`src/rtl/branch_pkg.sv`:
```
// Shared definitions for the branch-condition resolver.
//   cond_e     : condition codes carried on cond_op
//   state_e    : resolver FSM states
//   nsl_of     : number of compare slices for a given operand/slice width
//   is_signed_op / branch_taken : decode helpers for the condition code
package branch_pkg;

  typedef enum logic [2:0] {
    CondBeq  = 3'b000,
    CondBne  = 3'b001,
    CondBle  = 3'b010,
    CondBgt  = 3'b011,
    CondBlt  = 3'b100,
    CondBge  = 3'b101,
    CondBleu = 3'b110,
    CondBgtu = 3'b111
  } cond_e;

  typedef enum logic [1:0] {
    StIdle = 2'b00,
    StCmp  = 2'b01,
    StDone = 2'b10
  } state_e;

  function automatic int unsigned nsl_of(input int unsigned width, input int unsigned slice);
    return width / slice;
  endfunction

  function automatic logic is_signed_op(input cond_e op);
    return !(op == CondBleu || op == CondBgtu);
  endfunction

  function automatic logic branch_taken(input cond_e op, input logic eq, input logic gt,
                                        input logic lt);
    logic taken;
    unique case (op)
      CondBeq:           taken = eq;
      CondBne:           taken = !eq;
      CondBle, CondBleu: taken = !gt;
      CondBgt, CondBgtu: taken = gt;
      CondBlt:           taken = lt;
      CondBge:           taken = !lt;
      default:           taken = 1'b0;
    endcase
    return taken;
  endfunction

endpackage

```
`src/rtl/slice_cmp.sv`:
```
// Combinational unsigned comparator for one operand slice.
//   a_i, b_i : SLICE-bit slices
//   eq_o     : a_i == b_i
//   gt_o     : a_i >  b_i (unsigned)
module slice_cmp #(
  parameter int unsigned SLICE = 8
) (
  input  logic [SLICE-1:0] a_i,
  input  logic [SLICE-1:0] b_i,
  output logic             eq_o,
  output logic             gt_o
);

  assign eq_o = (a_i == b_i);
  assign gt_o = (a_i > b_i);

endmodule

```
`src/rtl/branch_cond_unit.sv`:
```
// Multicycle branch-condition resolver. Latches two operands and a condition
// code on start, compares them MSB-first one slice per cycle (stopping at the
// first differing slice), then pulses done with registered flags and the
// taken decision. Also keeps a saturating count of taken branches.
//   clk, reset          : clock, synchronous active-high reset
//   start, cond_op, a, b: request and its operands (sampled in idle only)
//   clear_count         : synchronous clear of taken_count
//   busy, done          : request in flight / one-cycle result pulse
//   igual, maior, menor : registered ==, >, < under the op's signedness
//   update_UC_out       : registered taken decision
//   taken_count         : saturating taken counter
module branch_cond_unit
  import branch_pkg::*;
#(
  parameter int unsigned WIDTH = 32,
  parameter int unsigned SLICE = 8,
  parameter int unsigned CNT_W = 16
) (
  input  logic             clk,
  input  logic             reset,
  input  logic             start,
  input  logic [2:0]       cond_op,
  input  logic [WIDTH-1:0] a,
  input  logic [WIDTH-1:0] b,
  input  logic             clear_count,
  output logic             busy,
  output logic             done,
  output logic             igual,
  output logic             maior,
  output logic             menor,
  output logic             update_UC_out,
  output logic [CNT_W-1:0] taken_count
);

  if ((SLICE == 0) || (WIDTH % SLICE != 0)) begin : g_bad_slice
    $error("branch_cond_unit: WIDTH must be a non-zero multiple of SLICE");
  end

  localparam int unsigned Nsl  = nsl_of(WIDTH, SLICE);
  localparam int unsigned IdxW = (Nsl > 1) ? $clog2(Nsl) : 1;

  state_e           state_q;
  cond_e            op_q;
  logic [WIDTH-1:0] a_q, b_q;
  logic [IdxW-1:0]  idx_q;
  logic             busy_q, done_q;
  logic             igual_q, maior_q, menor_q, taken_q;
  logic [CNT_W-1:0] count_q;

  logic [WIDTH-1:0] sign_mask;
  logic [SLICE-1:0] a_sl, b_sl;
  logic             sl_eq, sl_gt;
  logic             finish;
  logic             res_eq, res_gt, res_lt, res_taken;

  // Flipping the sign bit at latch time maps two's complement onto an
  // unsigned ordering, so the slice comparator never needs to know the op.
  always_comb begin
    sign_mask            = '0;
    sign_mask[WIDTH-1]   = is_signed_op(cond_e'(cond_op));
  end

  always_comb begin
    a_sl = a_q[int'(idx_q) * SLICE +: SLICE];
    b_sl = b_q[int'(idx_q) * SLICE +: SLICE];
  end

  slice_cmp #(
    .SLICE (SLICE)
  ) u_slice_cmp (
    .a_i  (a_sl),
    .b_i  (b_sl),
    .eq_o (sl_eq),
    .gt_o (sl_gt)
  );

  // A differing slice decides the result; equality needs the last slice.
  always_comb begin
    finish    = (state_q == StCmp) && (!sl_eq || (idx_q == '0));
    res_eq    = sl_eq;
    res_gt    = !sl_eq && sl_gt;
    res_lt    = !sl_eq && !sl_gt;
    res_taken = branch_taken(op_q, res_eq, res_gt, res_lt);
  end

  always_ff @(posedge clk) begin
    if (reset) begin
      state_q <= StIdle;
      op_q    <= CondBeq;
      a_q     <= '0;
      b_q     <= '0;
      idx_q   <= '0;
      busy_q  <= 1'b0;
      done_q  <= 1'b0;
      igual_q <= 1'b0;
      maior_q <= 1'b0;
      menor_q <= 1'b0;
      taken_q <= 1'b0;
      count_q <= '0;
    end else begin
      done_q <= 1'b0;
      unique case (state_q)
        StIdle: begin
          if (start) begin
            a_q     <= a ^ sign_mask;
            b_q     <= b ^ sign_mask;
            op_q    <= cond_e'(cond_op);
            idx_q   <= IdxW'(Nsl - 1);
            busy_q  <= 1'b1;
            state_q <= StCmp;
          end
        end
        StCmp: begin
          if (finish) begin
            igual_q <= res_eq;
            maior_q <= res_gt;
            menor_q <= res_lt;
            taken_q <= res_taken;
            done_q  <= 1'b1;
            state_q <= StDone;
          end else begin
            idx_q <= idx_q - IdxW'(1);
          end
        end
        StDone: begin
          busy_q  <= 1'b0;
          state_q <= StIdle;
        end
        default: state_q <= StIdle;
      endcase

      // Clear has priority over a coincident increment.
      if (clear_count) begin
        count_q <= '0;
      end else if (finish && res_taken && (count_q != '1)) begin
        count_q <= count_q + CNT_W'(1);
      end
    end
  end

  assign busy          = busy_q;
  assign done          = done_q;
  assign igual         = igual_q;
  assign maior         = maior_q;
  assign menor         = menor_q;
  assign update_UC_out = taken_q;
  assign taken_count   = count_q;

endmodule

```
`config.mk`:
```
export PLATFORM = sky130hd
export DESIGN_NAME = branch_cond_unit
export DESIGN_NICKNAME = d
export VERILOG_FILES = /design/src/rtl/branch_pkg.sv /design/src/rtl/slice_cmp.sv /design/src/rtl/branch_cond_unit.sv
export SDC_FILE = /design/constraint.sdc
export NUM_CORES = 1
export LEC_CHECK = 0
export CORE_UTILIZATION = 40
export DETAILED_ROUTE_END_ITERATION = 8
export PLACE_DENSITY = 0.65
export SKIP_LAST_GASP = 1
export SYNTH_ARGS = -nofsm -noshare
export SYNTH_HDL_FRONTEND = slang
export SYNTH_SLANG_ARGS = --single-unit
```
`constraint.sdc`:
```
create_clock -name clk -period 4.38 [get_ports clk]
set_input_delay 1.095 -clock clk [delete_from_list [all_inputs] [get_ports clk]]
set_output_delay 1.095 -clock clk [all_outputs]
set_load 0.02 [all_outputs]
```
==> reports/qor.txt, run 1 <==
antenna violations before repair: 0
post-synthesis xor/xnor area fraction: 1.86%
Die Span Y: 105 um
WL per Instance: 14.2 um
leak pwr: 0.00198 uW
final core occ: 52.8%
Final min period: 3.59 ns
Initial Util: 41.1%
hold depth: 2
CTS tree: done
WP data required: 4.63 ns
normalized max-slew margin: 40.8%
Fmax: 278 MHz
DR DRC count: 0
first-pass GRT wire length: 17000 um
library cells used by synthesis: 53
share of the synthesized area in the top cell type: 43.9%
adder-cell area share of the yosys netlist: 2.95%
vias in the first global route: 3605
clock latency on the worst-skew pair: 0.36 ns
Inserted Diodes: 0
ys flop type: dfxtp_1
WHS Endpoint: b_q[31]
Resized cells post-CTS: 0
final setup margin: 0.787 ns
Synth Cell Area: 4250 sq um
GPL Wtd Cong: 0.824
ys async rst share: 0%
main combinational cell family by area after synthesis: simple AND/OR/NAND/NOR gates
register area share after synthesis: 43.9%
Die ar.: 11000 sq um
simple-gate share of the synthesized area: 22.6%
CTS buffer count: 9
syn_nets: 582
Hold WC Path Type: reg -> reg
drt first-iter violations: 130
Via density: 5.09
multiplexer share of the synthesized area: 9.20%
total number of yosys warnings: 0
post-CTS setup buffers: 0
Final Skew: 0.0165 ns
Pre-antenna DRT Iters: 4
Post-DRT Antenna Nets: 0
Final Hold Viols: 0
DP Area: 5270 sq um
R2R cell count: 11
Final Routed Wirelength: 10200 um
pre-CTS setup slack: 0.805 ns
Yosys reg bits: 93
Area Overhead vs Synth: 28.4%
status: finished clean
Reg2Reg Setup Slack: 0.79 ns
Setup Viol. Count Final: 0
layout cells sized above 1: 9.06%
Global Route Usage Sum: 19.5%
worst vdd ir: 224 uV
RSZ-0062 raised after global routing: false
post-DP HPWL: 7450 um
Post-synth EDFFs: 0
Hold Crit Start: b_q[31]
Vias: 3670
type of origin of the critical path: register
WS Path Type: reg -> reg
total negative slack: 0 ns
Worst Max-Slew Pin Slew: 0.887 ns
Post-Layout Inst Area: 5450 sq um
Synth area leader: dfxtp_1
fillcell total: 964
Max Transition Viols Final: 0
# port buffers: 92
CP Data Arrival Time: 3.84 ns
# hold bufs at CTS: 0
largest cells by area after synthesis: dfxtp_1, nand2_1, a21oi_1
max-cap viol count: 0
Avg Synthesized Cell Area: 8.47 sq um
H-tree depth: 3
CTS sink count: 93
crit end category: register
CTS clk-pin slew, worst paths: 0.09 ns
Max FO, Critical Path: 18
nets: 661
grt ovf: 0
Die X: 105 um
end of the worst register-to-register path: taken_count[15]
Site Rows: 37
Tot Pwr: 1890 uW
Core Area: 10300 sq um
clk buf depth: 2
clock root buffer: clkbuf_8
largest net degree at the start of global routing: 68
r2r startpoint: idx_q[1]
Tcrit/Tclk final: 82.0%
PD cells: 347 nW/um^2
I/O pins: 93
cells after synthesis: 501
complex-gate fraction of the synthesized area: 15.7%
final cells by class:
| class | count | area [sq um] | share of cell area, % |
|---|---|---|---|
| Clock inverter | 7 | 55.1 | 1.01 |
| Inverter | 12 | 45.0 | 0.826 |
| Clock buffer | 9 | 124 | 2.27 |
| Multi-Input combinational cell | 367 | 2230 | 40.9 |
| Timing Repair Buffer | 97 | 966 | 17.7 |
| Sequential cell | 93 | 1860 | 34.1 |
| Tap cell | 136 | 170 | 3.12 |
worst max-delay path: stages (launching register included):
cell and delay (ns):
dfxtp_1 0.91, mux4_2 0.42, inv_1 0.08, ha_1 0.23, nand2b_1 0.15, a21boi_1 0.20
o21ai_0 0.17, a221oi_2 0.35, a32oi_4 0.16, nor4_4 0.47, a21oi_1 0.14, a31o_1 0.20
cell families after synthesis:
family / Yosys count
simple gates: 220
compound gates: 109
flops: 93
buf+inv: 41
mux: 19
fa+ha+maj: 10
xor+xnor: 9
cell usage after synthesis, types with 2 or more instances:
cell,count
a21o_1,3
xor2_1,2
mux4_2,16
nor2b_1,5
or3_1,3
inv_1,12
xnor2_1,7
o211ai_1,2
clkbuf_1,25
nor3_1,5
nand4_1,3
mux2i_1,3
buf_1,2
ha_1,10
nand3_1,7
a31o_1,4
o21bai_1,2
dfxtp_1,93
nand2b_1,4
and3_1,3
o21ai_0,5
a21oi_1,78
nand2_1,152
and2_1,2
nor2_1,25
layer usage:
layer | track usage, % | vias up | part of all wire, %
met1 | 23.5 | 1723 | 44
met2 | 34.4 | 83 | 50
li1 | - | 1857 | -
met5 | 0 | - | 0
met3 | 4.74 | 7 | 5.2
met4 | 5.43 | 0 | 0.87
through the flow:
step | cells | hold slack, ns
after floorplan | 501 | 0.429
after global placement | 705 | 0.436
after detailed placement | 705 | 0.445
after CTS | 721 | 0.457
after global routing | 721 | 0.476
final | 721 | 0.454
registers in the layout, indices dropped and copies added (netlist names):
signal and cells:
a_q 32, b_q 32, busy 1, done 1, idx_q 2, igual 1, maior 1, menor 1
op_q 3, state_q 2, taken_count 16, update_UC_out 1
worst max path at each step:
stage,start,to,slack [ns],depth (start not counted)
after floorplan,idx_q[0],taken_count[11],0.79,11
after global placement,idx_q[1],taken_count[11],1.0,11
after detailed placement,idx_q[1],taken_count[15],0.81,11
after CTS,idx_q[1],taken_count[15],0.78,11
after global routing,idx_q[1],taken_count[15],0.53,9
final,idx_q[1],taken_count[15],0.79,11
power by group:
part | switching, uW | internal (uW)
registers | 38.6 | 898
logic | 225 | 203
clock network | 313 | 212
layout by cell type (no fill, tap or decap), types with 2 or more instances in the layout:
cell and count:
buf_4 4, clkinvlp_4 2, o21bai_1 2, nand2_1 152
nand4_1 3, inv_1 12, a21o_1 3, nor2_1 25
nand2b_1 3, clkdlybuf4s50_1 91, nand3_1 7, clkbuf_8 9
o211ai_1 2, mux2i_1 3, o21ai_0 5, mux4_2 16
xor2_1 2, a21oi_1 78, and2_1 2, nor2b_1 4
and3_1 3, ha_1 10, inv_6 3, nor3_1 5
a31o_1 4, xnor2_1 7, or3_1 3, dfxtp_1 93
Power figures use the tool's default switching activity.
==> inputs of run 2 (changes only) <==
==> constraint.sdc (replaced) <==
create_clock -name clk -period 3.7 [get_ports clk]
set_input_delay 0.925 -clock clk [delete_from_list [all_inputs] [get_ports clk]]
set_output_delay 0.925 -clock clk [all_outputs]
set_load 0.02 [all_outputs]
==> run 2 against run 1 <==
Wire length down 1.4%. Sequential power rose by 17%. Clock power up 16%. Worst setup slack got worse by 0.45 ns. Non-clock buffer count increased by 2. Design area about the same. Critical path depth decreased by 1. Fmax up 6.7%. Largest cell class unchanged. Largest power group unchanged.
==> reports/qor.txt, run 2 (synthesized netlist as in run 1, its figures left out) <==
Post-DRT Antenna Nets: 0
vias in the first global route: 3520
Gate power share: 23.0%
Final Hold Viols: 0
clock latency on the worst-skew pair: 0.36 ns
CTS buffer count: 9
DR DRC count: 0
WS Path Type: reg -> reg
Final Routed Wirelength: 10100 um
Hold WC Path Type: reg -> reg
Vias: 3694
Worst path max stage delay: 0.53 ns
CP Cell Sequence: buf_4, mux4_2, ha_1, a211oi_2, o21bai_1, a221oi_2, a32oi_4, nor4_4, a21oi_1, a31o_1
GPL Wtd Cong: 0.903
Cells after DPL: 707
nets: 663
# hold bufs at CTS: 0
Setup Viol. Count Final: 0
CTS clk-pin slew, worst paths: 0.09 ns
Inserted Diodes: 0
Initial Util: 41.1%
antenna violations before repair: 0
max-cap viol count: 0
Core Area: 10300 sq um
Area Overhead vs Synth: 28.4%
Fmax: 297 MHz
internal power: 1550 uW
final non-filler cell total: 723
Max FO, Critical Path: 12
PD cells: 408 nW/um^2
Die X: 105 um
clock share of power: 27.5%
Max Transition Viols Final: 0
Worst Max-Slew Pin Slew: 0.803 ns
clk buf depth: 2
sw power: 670 uW
Pre-antenna DRT Iters: 4
CTS sink count: 93
first-pass GRT wire length: 16500 um
Die Span Y: 105 um
Die ar.: 11000 sq um
type of origin of the critical path: register
Via density: 5.11
# port buffers: 92
post-CTS setup buffers: 0
post-DP HPWL: 7240 um
crit end category: register
Global Route Usage Sum: 18.7%
leak pwr: 0.00198 uW
Site Rows: 37
sequential share of power: 49.5%
H-tree depth: 3
CP Data Arrival Time: 3.62 ns
WL per Instance: 13.9 um
final core occ: 52.8%
layout cells sized above 1: 9.20%
normalized max-slew margin: 46.5%
total negative slack: 0 ns
CP top delay family: compound AO/OA/AOI/OAI gates
CTS tree: done
RSZ-0062 raised after global routing: false
clock root buffer: clkbuf_8
Resized cells post-CTS: 0
WP data required: 3.96 ns
Crit-path slowest cell: mux4_2
Final min period: 3.37 ns
Tcrit/Tclk final: 91.0%
Buf/Inv on CP: 1
grt ovf: 0
drt first-iter violations: 145
Sw Share: 30.2%
I/O pins: 93
largest net degree at the start of global routing: 79
most frequent cells in the layout: nand2_1, dfxtp_1, clkdlybuf4s50_1
worst vdd ir: 190 uV
most common library cell in the layout ignoring fill and taps: nand2_1
status: finished clean
Final Skew: 0.00825 ns
Tot Pwr: 2220 uW
## run 2: area by class of cell
cell class	instances	area [sq um]
multi-input cells	367	2230
inverters	12	45.0
well taps	136	170
flip-flops and latches	93	1860
repair buffers	99	968
fillers	985	4870
clock buffers	10	128
clock inverters	6	46.3
## run 2: through the flow
step                      area [sq um]  hold slack, ns  worst slack, ns
after floorplan                   4250           0.429            0.107
after global placement            5280           0.440            0.465
after detailed placement          5280           0.445            0.343
after CTS                         5450           0.457            0.297
after global routing              5450           0.474           0.0765
final                             5450           0.453            0.333
## run 2: path summary, 6_finish.rpt
check,from,end,slack [ns],cells past startpoint
worst max-delay path,idx_q[0],taken_count[15],0.33,10
worst min-delay path,b_q[31],b_q[31],0.45,2
worst max register to register,idx_q[0],taken_count[15],0.33,10
worst min register to register,b_q[31],b_q[31],0.45,2
## run 2: layer usage
| metal | vias up | routed length [um] | global-route usage, % |
|---|---|---|---|
| met3 | 8 | 569 | 4.18 |
| met5 | - | 0 | 0 |
| met2 | 82 | 4910 | 31.6 |
| met4 | 0 | 92 | 6.14 |
| met1 | 1736 | 4500 | 23.6 |
| li1 | 1868 | - | - |
## run 2: worst min-delay path: stages (launching register included)
cell and delay (ns):
dfxtp_1 0.32, nand2_1 0.05, a21oi_1 0.05
## run 2: power groups by stage
stage | logic [uW] | registers [uW] | clock network [uW]
global placement | 501 | 1120 | 0
finish | 512 | 1100 | 610
CTS | 518 | 1100 | 627
floorplan | 344 | 1120 | 0
global route | 568 | 1110 | 662
detailed placement | 514 | 1120 | 0
